===== src/rtl/mul_sequencer.sv =====
// Control stage around the combinational Booth radix-4 multiplier: latches the
// operands, waits SETTLE edges, captures the signed product and flags overflow.
module mul_sequencer #(
    parameter int BITS   = 32,
    parameter int SETTLE = 2
) (
    input  logic              clk,
    input  logic              clr,
    input  logic              start,
    input  logic              ack,
    input  logic [BITS-1:0]   a_in,
    input  logic [BITS-1:0]   b_in,
    input  logic [2*BITS-1:0] product_in,
    output logic [BITS-1:0]   mcand_out,
    output logic [BITS-1:0]   mplier_out,
    output logic              busy,
    output logic              done,
    output logic [BITS-1:0]   zhi,
    output logic [BITS-1:0]   zlo,
    output logic              ovf
);

    typedef enum logic [1:0] {
        IDLE = 2'd0,
        WAIT = 2'd1,
        DONE = 2'd2
    } state_t;

    localparam logic [3:0] LAST = 4'(SETTLE - 1);

    state_t     state;
    logic [3:0] cnt;

    logic [BITS-1:0] prod_hi;
    logic [BITS-1:0] prod_lo;
    logic            prod_ovf;

    assign prod_hi  = product_in[2*BITS-1:BITS];
    assign prod_lo  = product_in[BITS-1:0];
    // The product fits in BITS bits only if the high half is pure sign extension.
    assign prod_ovf = (prod_hi != {BITS{prod_lo[BITS-1]}});

    always_ff @(posedge clk or negedge clr) begin
        if (!clr) begin
            state      <= IDLE;
            cnt        <= '0;
            mcand_out  <= '0;
            mplier_out <= '0;
            zhi        <= '0;
            zlo        <= '0;
            ovf        <= 1'b0;
            busy       <= 1'b0;
            done       <= 1'b0;
        end else begin
            case (state)
                IDLE: begin
                    if (start) begin
                        mcand_out  <= a_in;
                        mplier_out <= b_in;
                        cnt        <= '0;
                        state      <= WAIT;
                        busy       <= 1'b1;
                    end
                end
                WAIT: begin
                    cnt <= cnt + 4'd1;
                    if (cnt == LAST) begin
                        zhi   <= prod_hi;
                        zlo   <= prod_lo;
                        ovf   <= prod_ovf;
                        state <= DONE;
                        busy  <= 1'b0;
                        done  <= 1'b1;
                    end
                end
                DONE: begin
                    if (ack) begin
                        done <= 1'b0;
                        // A new start alongside ack skips IDLE; the old result stays visible.
                        if (start) begin
                            mcand_out  <= a_in;
                            mplier_out <= b_in;
                            cnt        <= '0;
                            state      <= WAIT;
                            busy       <= 1'b1;
                        end else begin
                            state <= IDLE;
                        end
                    end
                end
                default: begin
                    state <= IDLE;
                    busy  <= 1'b0;
                    done  <= 1'b0;
                end
            endcase
        end
    end

endmodule

===== config.mk =====
export PLATFORM = sky130hd
export DESIGN_NAME = mul_sequencer
export DESIGN_NICKNAME = d
export VERILOG_FILES = /design/src/rtl/mul_sequencer.sv
export SDC_FILE = /design/constraint.sdc
export NUM_CORES = 1
export LEC_CHECK = 0
export ABC_AREA = 0
export CORE_MARGIN = 5
export CORE_UTILIZATION = 41
export DETAILED_ROUTE_END_ITERATION = 10
export PLACE_DENSITY = 0.81
export SLEW_MARGIN = 40
export SYNTH_ARGS = -nofsm -noshare
export SYNTH_HDL_FRONTEND = slang
export SYNTH_SLANG_ARGS = --single-unit

===== constraint.sdc =====
create_clock -name clk -period 2.2 [get_ports clk]
set_clock_uncertainty 0.1 [all_clocks]
set_input_delay 0.33 -clock clk [delete_from_list [all_inputs] [get_ports clk]]
set_output_delay 0.33 -clock clk [all_outputs]
set_load 0.1 [all_outputs]

==> results.toml <==
[sta]
rsz0062_at_grt = "no"
worst_pin_slew_ns = 0.4573
final.setup.tns_ns = 0
fmax_mhz = 533.9
period_needed_ns = 1.873
hold_viol_final = 0
finalCritPeriodShare = 0.8514
fin_ws_ns = 0.3269
relSlewSlack = 0.6951
setup_viol = 0
drv_slew = 0
worst_hold_slack_ns = 0.3308

[detailed_routing]
drc = 0
avgRoutedWirePerCell_um = 17.55
routed_via_density = 4.797
drt-initial-drc-count = 184
routed_wl_um = 14150
drtPass1Iterations = 4
ant_nets = 0
num_vias = 3866

[global_route]
overflow = 0
grt_usage = 0.1832
grt_pass1_wl_um = 22880
grt_max_degree = 51
grt_pass1_vias = 4215
antenna_found_initial = 0

[status]
status = "completed"

[yosys]
yosysSeqAreaShare = 0.6305
synth_top_area_cell = "dfrtp_1"
synthFlopType = "dfrtp_1"
avgSynthCellArea_um2 = 15.81
synth_top_area_frac = 0.6305
yosys_warnings = 0
netlist_top_cells_count = "137 x dfrtp_1, 101 x mux2_2, 27 x mux2_4, 11 x buf_2, 9 x nand2_1"
synth_cell_types = 26
synth_cells = 344
synth-seq-cells = 137
synthTopCellsByArea = "dfrtp_1 63%, mux2_2 21%, mux2_4 7.5%"
synth_nets = 478
synth_most_common_cell = "dfrtp_1"
synth_edf_count = 0
synth-async-reset-ratio = 1.000
netlist_area_mm2 = 0.005438

[floorplanning]
coreArea_mm2 = 0.01314
fp-row-count = 42
die_h_um = 125.2
initial_core_util = 0.4139
die_x_um = 125.2
die_area_mm2 = 0.01567
ios = 263

[cells_and_area]
num_antenna_cells = 0
synthToLayoutAreaGrowth_pct = 58.21
layout.cells.non_filler = 806
drive_above_1_share = 0.4762
nets = 752

[critical_path]
required_ns = 2.39
end_kind = "flop"
crit_type = "flop to flop"
reg2reg_slack_ns = 0.33
crit_fanout = 41
cp.arrival_ns = 2.06
cp-start-kind = "flop"

[flow_run]
timing.max_cap.violations = 0

[clocking]
cts_tree = "yes"
cts_setup_buffers = 0
cts_resized = 0
cts-root-buf = "clkbuf_16"
clk_latency_ns = 0.40
htree_levels = 4
clkTransAtPathRegs_ns = 0.06
clk_path_buf_depth = 2
cts-hold-fix-buffers = 1
clock-sinks = 137
cts-buffers-inserted = 17

[place]
gp_congestion = 0.8196
place_inst = 774
hpwlAfterDp_um = 10710
port_buffers = 262
dp_slack_ns = 0.1010

[hold_path]
hold_path.class = "input port to asynchronous set/reset pin"
==> layout make-up <==
type / instances / area (µm²)
Fill cell: 966 / 4534
Sequential cell: 137 / 3428
Timing Repair Buffer: 271 / 2416
Multi-Input combinational cell: 190 / 1908
Clock buffer: 21 / 460.4
Tap cell: 176 / 220.2
Clock inverter: 10 / 166.4
Inverter: 1 / 3.754
==> placed cells by master, fill, tap and decap left out, drive strengths merged, types with 8 or more instances in the layout <==
cell	n
nor2	8
mux2	128
clkdlybuf4s50	130
nor3	8
clkbuf	21
dfrtp	137
buf	140
nand2	10
==> cells by family (layout without fill, tap and decap cells) <==
logic type,after synthesis,in the layout,synth area share
multiplexers,128,128,0.2837
AO/OA/AOI/OAI,13,13,0.01404
AND/OR/NAND/NOR,45,45,0.04418
flip-flops,137,137,0.6305
buffers and inverters,17,303,0.01979
XOR/XNOR,2,2,0.003222
adder cells (fa/ha/maj),2,2,0.004601
==> metrics by stage <==
stage               instance area (µm²)    util
floorplan                          5438       -
global placement                   7966  0.6064
detailed placement                 7966  0.6064
CTS                                8603  0.6549
global route                       8603  0.6549
finish                             8603  0.6549
==> worst max-delay path, cell delays in order (launching register included) <==
cell     delay [ns]
dfrtp_1        0.41
inv_1          0.07
ha_1           0.13
nor3b_4        0.28
nand2_4        0.18
buf_12         0.23
mux2_4         0.33
==> layer usage <==
metal | global-route usage | vias to the layer above | share of wire
met2 | 0.3107 | 169 | 0.51
met1 | 0.2074 | 1888 | 0.38
li1 | - | 1781 | -
met4 | 0.06952 | 0 | 0.023
met3 | 0.07548 | 28 | 0.088
met5 | 0 | - | 0
==> path summary, 6_finish.rpt <==
check / to / depth (start not counted) / start
max in group asynchronous: mcand_out[21] / 3 / clr
worst min register to register: mcand_out[3] / 1 / mcand_out[3]
min in group clk: mcand_out[3] / 1 / mcand_out[3]
worst min-delay path: mplier_out[7] / 2 / clr
worst max-delay path: zlo[4] / 6 / cnt[1]
worst max register to register: zlo[4] / 6 / cnt[1]
==> sequential cells by signal, summed over array words and instances (netlist names) <==
name	flops
mcand_out	32
zlo	32
state	2
ovf	1
done	1
cnt	4
busy	1
mplier_out	32
zhi	32
Power is left out: the tool's default activity adds up to more than one toggle a clock period on the data nets, which glitch-free logic cannot reach.
